`config.mk`:
```
export PLATFORM = sky130hd
export DESIGN_NAME = instr_fetch
export DESIGN_NICKNAME = d
export VERILOG_FILES = /design/src/rtl/finder_pkg.sv /design/src/rtl/instr_fifo.sv /design/src/rtl/instr_fetch.sv
export SDC_FILE = /design/constraint.sdc
export NUM_CORES = 1
export LEC_CHECK = 0
export CORE_ASPECT_RATIO = 0.9
export CORE_MARGIN = 10
export CORE_UTILIZATION = 55
export CTS_CLUSTER_SIZE = 14
export DETAILED_ROUTE_END_ITERATION = 7
export DONT_BUFFER_PORTS = 1
export PLACE_DENSITY = 0.77
export SLEW_MARGIN = 10
export SYNTH_ARGS = -nofsm -noshare
export SYNTH_HDL_FRONTEND = slang
export SYNTH_HIERARCHICAL = 1
export SYNTH_SLANG_ARGS = --single-unit
```
`constraint.sdc`:
```
create_clock -name clk -period 3 [get_ports clk]
set_input_delay 0 -clock clk [delete_from_list [all_inputs] [get_ports clk]]
set_output_delay 0 -clock clk [all_outputs]
set_load 0.1 [all_outputs]
```
`src/rtl/finder_pkg.sv`:
```
// Shared definitions for the instruction fetch path and its controller.
//   fetch_state_t   : fetch sequencer states
//   WIDTH_INSTR_DEF : default instruction word width
//   WA_IM_DEF       : default instruction-memory address width
package finder_pkg;

   localparam int WIDTH_INSTR_DEF = 16;
   localparam int WA_IM_DEF       = 8;

   typedef enum logic [1:0] {
      IDLE  = 2'd0,
      RUN   = 2'd1,
      DRAIN = 2'd2
   } fetch_state_t;

endpackage

```
`src/rtl/instr_fifo.sv`:
```
// Two-entry instruction FIFO with flush and a pass-through path.
// A word arriving while the FIFO is empty is offered at once and is only
// stored if it is not taken in that same cycle.
//   clk, rst      : clock, synchronous active-high reset
//   i_flush       : drop all stored entries and any word arriving now
//   i_push/i_data : arriving word
//   i_pop         : head accepted this cycle
//   o_valid       : an entry (stored or arriving) is available
//   o_head        : head entry, zero when nothing is available
//   o_level_next  : stored entries after this clock edge
module instr_fifo #(
   parameter int WIDTH = 17
) (
   input  logic             clk,
   input  logic             rst,
   input  logic             i_flush,
   input  logic             i_push,
   input  logic [WIDTH-1:0] i_data,
   input  logic             i_pop,
   output logic             o_valid,
   output logic [WIDTH-1:0] o_head,
   output logic [1:0]       o_level_next
);

   logic [WIDTH-1:0] r_mem [2];
   logic             r_wr_ptr;
   logic             r_rd_ptr;
   logic [1:0]       r_count;
   logic             w_empty;
   logic             w_store;
   logic             w_advance;

   assign w_empty      = (r_count == 2'd0);
   assign w_store      = i_push & ~(w_empty & i_pop);
   assign w_advance    = i_pop & ~w_empty;
   assign o_valid      = ~w_empty | i_push;
   assign o_level_next = r_count + 2'(w_store) - 2'(w_advance);

   always_comb begin
      o_head = '0;
      if (!w_empty) begin
         o_head = r_mem[r_rd_ptr];
      end else if (i_push) begin
         o_head = i_data;
      end
   end

   always_ff @(posedge clk) begin
      if (rst || i_flush) begin
         r_wr_ptr <= 1'b0;
         r_rd_ptr <= 1'b0;
         r_count  <= 2'd0;
      end else begin
         if (w_store) begin
            r_wr_ptr <= ~r_wr_ptr;
         end
         if (w_advance) begin
            r_rd_ptr <= ~r_rd_ptr;
         end
         r_count <= o_level_next;
      end
   end

   always_ff @(posedge clk) begin
      if (w_store) begin
         r_mem[r_wr_ptr] <= i_data;
      end
   end

endmodule

```
`src/rtl/instr_fetch.sv`:
```
// Instruction fetch sequencer: reads a program from a 1-cycle-latency
// instruction memory and offers it to the controller with valid/next_instr.
//   clk, rst                   : clock, synchronous active-high reset
//   start, start_addr          : launch a program (IDLE only)
//   last_addr                  : address of the final program instruction
//   im_en, im_addr, im_rdata   : instruction-memory read port
//   instr, valid, next_instr   : instruction handshake to the controller
//   jump, jump_addr            : redirect, sampled on a transfer
//   busy, done                 : not-IDLE flag, completion pulse
//
// state | meaning
// IDLE  | waiting for start
// RUN   | fetching sequentially from pc
// DRAIN | last_addr issued, delivering the remaining instructions
module instr_fetch
   import finder_pkg::*;
#(
   parameter int WIDTH_INSTR = WIDTH_INSTR_DEF,
   parameter int WA_IM       = WA_IM_DEF
) (
   input  logic                   clk,
   input  logic                   rst,
   input  logic                   start,
   input  logic [WA_IM-1:0]       start_addr,
   input  logic [WA_IM-1:0]       last_addr,
   output logic                   im_en,
   output logic [WA_IM-1:0]       im_addr,
   input  logic [WIDTH_INSTR-1:0] im_rdata,
   output logic [WIDTH_INSTR-1:0] instr,
   output logic                   valid,
   input  logic                   next_instr,
   input  logic                   jump,
   input  logic [WA_IM-1:0]       jump_addr,
   output logic                   busy,
   output logic                   done
);

   fetch_state_t         r_state;
   logic [WA_IM-1:0]     r_pc;
   logic                 r_inflight;
   logic                 r_inflight_last;
   logic                 r_done;
   logic                 w_xfer;
   logic                 w_jump_xfer;
   logic                 w_last_xfer;
   logic                 w_issue;
   logic [1:0]           w_level_next;
   logic [WIDTH_INSTR:0] w_head;

   // Entries carry a last-tag bit above the instruction word.
   instr_fifo #(.WIDTH(WIDTH_INSTR + 1)) u_fifo (
      .clk          (clk),
      .rst          (rst),
      .i_flush      (w_jump_xfer),
      .i_push       (r_inflight),
      .i_data       ({r_inflight_last, im_rdata}),
      .i_pop        (w_xfer),
      .o_valid      (valid),
      .o_head       (w_head),
      .o_level_next (w_level_next)
   );

   assign instr       = w_head[WIDTH_INSTR-1:0];
   assign w_xfer      = valid & next_instr;
   assign w_jump_xfer = w_xfer & jump;
   assign w_last_xfer = w_xfer & ~jump & w_head[WIDTH_INSTR];

   // Issue only if the word can still be absorbed once it returns; counting
   // this cycle's pop keeps one instruction per cycle with next_instr held.
   assign w_issue = (r_state == RUN) & ~w_jump_xfer & (w_level_next < 2'd2);

   assign im_en   = w_issue;
   assign im_addr = r_pc;
   assign busy    = (r_state != IDLE);
   assign done    = r_done;

   always_ff @(posedge clk) begin
      if (rst) begin
         r_state         <= IDLE;
         r_pc            <= '0;
         r_inflight      <= 1'b0;
         r_inflight_last <= 1'b0;
         r_done          <= 1'b0;
      end else begin
         r_done          <= 1'b0;
         // A jump suppresses issue, so the read returning next cycle is dropped.
         r_inflight      <= w_issue;
         r_inflight_last <= w_issue & (r_pc == last_addr);
         case (r_state)
            IDLE: begin
               if (start) begin
                  r_pc    <= start_addr;
                  r_state <= RUN;
               end
            end
            RUN, DRAIN: begin
               if (w_jump_xfer) begin
                  r_pc    <= jump_addr;
                  r_state <= RUN;
               end else if (w_last_xfer) begin
                  r_state <= IDLE;
                  r_done  <= 1'b1;
               end else if (w_issue) begin
                  r_pc <= r_pc + WA_IM'(1);
                  if (r_pc == last_addr) begin
                     r_state <= DRAIN;
                  end
               end
            end
            default: r_state <= IDLE;
         endcase
      end
   end

endmodule

```
# Word-level counts from Yosys, hierarchy flattened
# Memories as Yosys holds them, arrays and structs flattened. A register that Yosys moved wholly into a read port is not among the register bits.
# Index checks and enable logic that the tools add are counted.
[classes] add_sub_neg=3 magnitude_cmp=1 eq_ne=8 n_mux=18 bitwise=18 n_reduce_logical=9
[op_table] op="17-bit two-way mux" count=2
[op_table] op="8-bit two-way mux" count=4
[op_table] op="8-bit one-hot mux with 2 select lines" count=1
[op_table] op="1-bit bitwise AND" count=10
[op_table] op="2-bit two-way mux" count=5
[op_table] op="8-bit by 1-bit adder with 8-bit output (second input constant)" count=1
[op_table] op="8-bit equality test" count=1
[op_table] op="4-bit by 3-bit != test with 1-bit output (second input constant)" count=2
[op_table] op="1-bit NOT" count=7
[op_table] op="3-bit by 2-bit != test with 1-bit output (second input constant)" count=2
[op_table] op="1-bit two-way mux" count=5
[op_table] op="2-bit logical NOT" count=2
[op_table] op="2-bit one-hot mux with 2 select lines" count=1
[op_table] op="4-bit AND reduction" count=1
[op_table] op="2-bit nonzero test" count=2
[op_table] op="3-bit AND reduction" count=1
[op_table] op="3-bit OR reduction" count=1
[op_table] op="2-bit by 1-bit adder with 2-bit output" count=1
[op_table] op="2-bit by 1-bit equality test with 1-bit output (second input constant)" count=1
[op_table] op="2-bit equality test (second input constant)" count=1
[op_table] op="2-bit less-than comparator (second input constant)" count=1
[op_table] op="2-bit != test (second input constant)" count=1
[op_table] op="2-bit OR reduction" count=1
[op_table] op="2-bit by 1-bit subtractor with 2-bit output" count=1
[op_table] op="2 further kinds" count=2
[word_totals] register_bits=17 ram_bits=34 input_bits=45 elab_cells=66 memories=1
[memory_table] name="u_fifo.r_mem" words=2 word_bits=17 rd=1 rd_ports_with_merged_regs=1 wr=1 line="instr_fifo.sv:25" rtl="logic [WIDTH-1:0] r_mem [2];"

# Depth between registers and ports, before layout
[depth] ltp_word=15 depth_mapped=14 depth_no_buf=13

# Cells and area by module
# The synthesis kept the hierarchy.
[by_module_without_submodules] module="instr_fifo" n_inst=1 cells_each=121 area_each_um2=1665.3
[by_module_without_submodules] module="instr_fetch" n_inst=1 cells_each=123 area_each_um2=988.4

# Least setup slack after synthesis
# No wires, ideal clock.
[synth_path] path_type="register -> output" from="register r_inflight" to="output port im_en" t_arrival_ns=3.451 path_slack_ns=-0.451 stages_incl_launch_ff=13 n_path_buf=1 cell_sequence="dfxtp_1 -> buf_2 -> or3_1 -> and2_1 -> a21bo_4 -> ha_1 -> inv_1 -> ha_1 -> xnor2_1 -> xnor2_1 -> nor2b_1 -> nand2_1 -> inv_1"
[synth_between] elab_chain_len=9 word_cells_on_any_way=13 cone_classes="2 x add/sub; 1 x order compare; 10 x bitwise"
[synth_rtl] element="from (decl)" line="instr_fetch.sv:40" rtl="logic r_inflight;"
[synth_rtl] element="from (signal assigned)" line="instr_fetch.sv:87" rtl="r_inflight <= w_issue;"
[synth_rtl] element="1-bit OR (*)" line="instr_fifo.sv:36" rtl="assign o_valid = ~w_empty | i_push;"
[synth_rtl] element="net valid" line="instr_fetch.sv:30" rtl="output logic valid,"
[synth_rtl] element="1-bit bitwise AND (*)" line="instr_fetch.sv:64" rtl="assign w_xfer = valid & next_instr;"
[synth_rtl] element="net w_xfer" line="instr_fetch.sv:43" rtl="logic w_xfer;"
[synth_rtl] element="1-bit bitwise AND" line="instr_fifo.sv:34" rtl="assign w_store = i_push & ~(w_empty & i_pop);"
[synth_rtl] element="1-bit NOT" line="instr_fifo.sv:34"
[synth_rtl] element="1-bit bitwise AND" line="instr_fifo.sv:34"
[synth_rtl] element="2-bit by 1-bit adder with 2-bit output" line="instr_fifo.sv:37" rtl="assign o_level_next = r_count + 2'(w_store) - 2'(w_advance);"
[synth_rtl] element="2-bit by 1-bit subtractor with 2-bit output (*)" line="instr_fifo.sv:37"
[synth_rtl] element="net w_level_next[1]" line="instr_fetch.sv:47" rtl="logic [1:0] w_level_next;"
[synth_rtl] element="2-bit less-than comparator (*)" line="instr_fetch.sv:70" rtl="assign w_issue = (r_state == RUN) & ~w_jump_xfer & (w_level_next < 2'd2);"
[synth_rtl] element="1-bit bitwise AND (*)" line="instr_fetch.sv:70"
[synth_rtl] element="to (decl)" line="instr_fetch.sv:26" rtl="output logic im_en,"
# Mark *: on every way through the listed nets, which the timed path passes. The rest lies on a longest branch.

# Final worst setup path
[layout_path] from="register u_fifo.r_count[1]" to="register r_pc[6], in the netlist im_addr[6]"
[layout_between] elab_chain_len=13 word_cells_on_any_way=23 cone_classes="2 x add/sub; 1 x order compare; 2 x eq/ne; 3 x mux; 13 x bitwise; 2 x reduce/logical"
[layout_rtl] element="from (decl)" line="instr_fifo.sv:28" rtl="logic [1:0] r_count;"
[layout_rtl] element="from (signal assigned)" line="instr_fifo.sv:60" rtl="r_count <= o_level_next;"
[layout_rtl] element="2-bit logical NOT (*)" line="instr_fifo.sv:33" rtl="assign w_empty = (r_count == 2'd0);"
[layout_rtl] element="1-bit NOT (*)" line="instr_fifo.sv:36"
[layout_rtl] element="1-bit OR (*)" line="instr_fifo.sv:36"
[layout_rtl] element="net valid" line="instr_fetch.sv:30"
[layout_rtl] element="1-bit bitwise AND (*)" line="instr_fetch.sv:64"
[layout_rtl] element="net w_xfer" line="instr_fetch.sv:43"
[layout_rtl] element="1-bit bitwise AND" line="instr_fifo.sv:34"
[layout_rtl] element="1-bit NOT" line="instr_fifo.sv:34"
[layout_rtl] element="1-bit bitwise AND" line="instr_fifo.sv:34"
[layout_rtl] element="2-bit by 1-bit adder with 2-bit output" line="instr_fifo.sv:37"
[layout_rtl] element="2-bit by 1-bit subtractor with 2-bit output (*)" line="instr_fifo.sv:37"
[layout_rtl] element="net w_level_next[1]" line="instr_fetch.sv:47"
[layout_rtl] element="2-bit less-than comparator (*)" line="instr_fetch.sv:70"
[layout_rtl] element="1-bit bitwise AND (*)" line="instr_fetch.sv:70"
[layout_rtl] element="3-bit by 2-bit != test with 1-bit output (no source line) (*)"
[layout_rtl] element="4-bit AND reduction (no source line) (*)"
[layout_rtl] element="to (signal assigned)" line="instr_fetch.sv:92" rtl="r_pc <= start_addr;"
[layout_rtl] element="to (signal assigned)" line="instr_fetch.sv:98" rtl="r_pc <= jump_addr;"
[layout_rtl] element="to (signal assigned)" line="instr_fetch.sv:104" rtl="r_pc <= r_pc + WA_IM'(1);"
[layout_rtl] element="to (decl)" line="instr_fetch.sv:39" rtl="logic [WA_IM-1:0] r_pc;"
# Marks and branches as above.
# A chain may end at the register's enable or synchronous reset.

==> summary.md <==
| Metric | Value |
|---|---|
| Outcome | `finished, violations left` |
| Failing checks | `hold timing, setup timing` |
| Post-route worst setup slack | `-67.9 ps` |
| Wire length of the first global-routing pass | `11600 um` |
| Clock-pin slew on the worst setup and hold paths | `90 ps` |
| Yosys reg bits | `52` |
| Number of DRC violations after detailed-routing iteration 0 | `158` |
| Post-synthesis instance total | `244` |
| Placed Area | `3020 um^2` |
| Synthesized area divided by synthesized cell count | `10.9 um^2` |
| Most frequently used flop master after synthesis | `sky130_fd_sc_hd__edfxtp_1` |
| Unrepaired setup endpoints after global routing | `yes` |
| Via count of the first global-routing pass | `2253` |
| Type of the worst setup path | `reg2reg` |
| Number of enable-type register cells in the synthesized netlist | `34` |
| Worst-case hold slack | `-3.45 ps` |
| Share of the yosys chip area belonging to registers | `0.521` |
| Buffers added on ports | `0` |
| Final ANT Viol Nets | `0` |
| Clock root buffer | `sky130_fd_sc_hd__clkbuf_8` |
| I/O pins | `73` |
| Peak fanout along the critical path | `4` |
| Setup violation total in the final timing report | `7` |
| Initial Utilization | `0.584` |
| Hold Path Class | `in2reg` |
| Detailed-placement wirelength estimate | `4690 um` |
| Finished Cell Area | `3580 um^2` |
| Post-route fraction of the period consumed by the critical path | `1.02` |
| Sum of routed wire length over all layers | `7330 um` |
| Peak VDD IR | `0.711 mV` |
| CTS tree | `done` |
| Maximum clock skew at final layout | `5.08 ps` |
| Number of nets in the synthesized netlist | `295` |
| Worst hold path cell count | `2` |
| Insertion delay to the later sink of the worst-skew pair | `310 ps` |
| Area of combinational cells with multiple inputs | `1340 um^2` |
| Maximum frequency from static timing analysis | `326 MHz` |
| Power Dens Cells | `1130 nW/um^2` |
| Final global-route overflow total | `0` |
| Placer Congestion | `0.871` |
| Async S/R FF share, synth | `0` |
| Die Footprint | `8010 um^2` |
| Buffers from clock root to sink, at most | `2` |
| Synthesis Warnings | `6` |
| Maximum Capacitance Violations | `0` |
| Number of H-tree levels | `2` |
| Maximum number of pins on one net before global-route repair | `35` |
| Number of cell instances on the worst register-to-register path | `12` |
| Horizontal die dimension | `93.2 um` |
| Num CTS Buffers | `5` |
| Number of nets in the layout | `360` |
| Data arrival time of the critical path | `3270 ps` |
| Number of unique standard cell types used by synthesis | `49` |
| Hold Fails Final Rpt | `1` |
| Global routing usage summed across all routing layers | `0.180` |
| Required time worst endpoint | `3200 ps` |
| Clock sinks | `52` |
| Die outline height | `85.9 um` |
| Standby leakage power | `1.31 nW` |
| Number of iterations in the first detailed-routing pass | `4` |
| Worst-margin pin slew | `947 ps` |
| Final critical path time including I/O delays and setup | `3070 ps` |
| Post-route DRC | `0` |
| Critical Path Start Type | `flip-flop` |
| Area growth from synthesis to final layout | `35.0%` |
| Post-Syn Area | `2650 um^2` |
| Worst slew margin | `0.368` |
| Core box area | `4550 um^2` |
| FP Rows | `23` |
| Diode insertion count for antenna repair | `0` |
| Sequential cell area in the final layout | `1380 um^2` |
| Fraction of final layout cells sized beyond drive strength 1 | `0.316` |
| Average wire per cell in the routed design | `19.7 um` |
| Type of destination of the critical path | `flip-flop` |
| Fill cells | `280` |
| Total count of max-transition violations in the final report | `0` |
| Via count | `2208` |
| Average via count per standard cell | `5.94` |
| Number of antenna violations at the first check in global routing | `0` |
synthesized netlist by cell type, drive strengths merged, types with 6 or more instances:
library cell | count | area share
o21ai | 21 | 0.040
edfxtp | 34 | 0.38
a311oi | 6 | 0.020
nand3 | 25 | 0.049
nor2 | 14 | 0.023
buf | 9 | 0.022
dfxtp | 18 | 0.14
nand2 | 10 | 0.014
ha | 6 | 0.028
a21oi | 8 | 0.015
xnor2 | 13 | 0.043
mux2i | 17 | 0.064
inv | 11 | 0.016
layout make-up:
type	instances	area share
clock buffers	5	0.0192
clock inverters	3	0.00699
inverters	11	0.0126
multi-input cells	167	0.375
flip-flops and latches	52	0.386
well taps	62	0.0217
repair buffers	72	0.178
layout by cell type, fill, tap and decap left out, drive strengths merged, types with 3 or more instances in the layout:
master       netlist  layout
ha                 6       6
nand4              5       5
a21oi              8       8
and3               3       3
dfxtp             18      18
nand3             25      25
o21ai             21      21
inv               11      12
clkbuf             5       5
buf                9      41
xnor2             13      13
mux2i             17      17
o21a               3       3
a311oi             6       6
nor2              14      14
o22ai              5       5
edfxtp            34      34
dlygate4sd3        0      31
nand2             10      10
kinds of logic (layout without fill, tap and decap cells):
| family | after synthesis | after routing | share of synthesized area |
|---|---|---|---|
| fa+ha+maj | 6 | 6 | 0.0283 |
| mux | 19 | 19 | 0.0740 |
| simple gates | 70 | 70 | 0.141 |
| flops | 52 | 52 | 0.521 |
| xor+xnor | 14 | 14 | 0.0462 |
| buf+inv | 25 | 91 | 0.0448 |
| compound gates | 58 | 58 | 0.146 |
registers in the layout, summed over array words and instances, names as in the netlist, named ones only:
name             count
im_addr              8
done                 1
u_fifo/r_mem        34
u_fifo/r_count       2
r_state              2
r_inflight           1
r_inflight_last      1
u_fifo/r_rd_ptr      1
u_fifo/r_wr_ptr      1
worst max-delay path, stage by stage (launching register included):
cell and delay, ps:
sky130_fd_sc_hd__dfxtp_2 330, sky130_fd_sc_hd__or3_4 540, sky130_fd_sc_hd__and2_4 240, sky130_fd_sc_hd__a21bo_4 220, sky130_fd_sc_hd__ha_4 250, sky130_fd_sc_hd__inv_2 40
sky130_fd_sc_hd__ha_4 160, sky130_fd_sc_hd__xnor2_4 130, sky130_fd_sc_hd__xnor2_2 200, sky130_fd_sc_hd__nor2b_4 90, sky130_fd_sc_hd__a21oi_2 230, sky130_fd_sc_hd__o22ai_1 170
sky130_fd_sc_hd__a311oi_2 360
through the flow:
stage	setup slack, ps	instances	TNS (ps)	power [W]	utilization
after detailed placement	-58.9	329	-99.1	0.00343	0.663
after floorplan	10.1	244	0	0.00288	-
after CTS	-54.0	371	-152	0.00394	0.769
after global routing	-139	372	-759	0.00424	0.788
final	-67.9	372	-197	0.00406	0.788
after global placement	48.9	329	0	0.00340	0.663
layer usage:
metal	part of all wire	track usage	routed length, um
met3	0.10	0.0793	758
met2	0.49	0.292	3580
met1	0.38	0.211	2800
met4	0.025	0.0490	182
met5	0	0	0
where the power goes:
group          internal, W  total, W  switching (W)
Sequential        0.000895  0.000997       0.000102
Combinational     0.000732   0.00266        0.00193
Clock             0.000170  0.000403       0.000233
Total              0.00180   0.00406        0.00227
worst paths after layout:
check,from,to,slack [ps]
worst max-delay path,u_fifo/r_count[1]$_SDFF_PP0_,im_addr[6]$_SDFFE_PP0P_,-70
worst min-delay path,jump_addr[2],im_addr[2]$_SDFFE_PP0P_,-3
worst max register to register,u_fifo/r_count[1]$_SDFF_PP0_,im_addr[6]$_SDFFE_PP0P_,-70
worst min register to register,r_inflight_last$_SDFF_PP0_,u_fifo/r_mem[0][16]$_DFFE_PP_,490
what timing repair did:
| action | in CTS | in global routing |
|---|---|---|
| pin swaps | 8 | 10 |
| resized for setup | 11 | 16 |
| hold buffers | 31 | 0 |
| setup endpoints to repair | 7 | 12 |
| endpoints found under the hold margin | 49 | 0 |
| buffers inserted | 3 | 1 |
(Power assumes the default switching activity.)
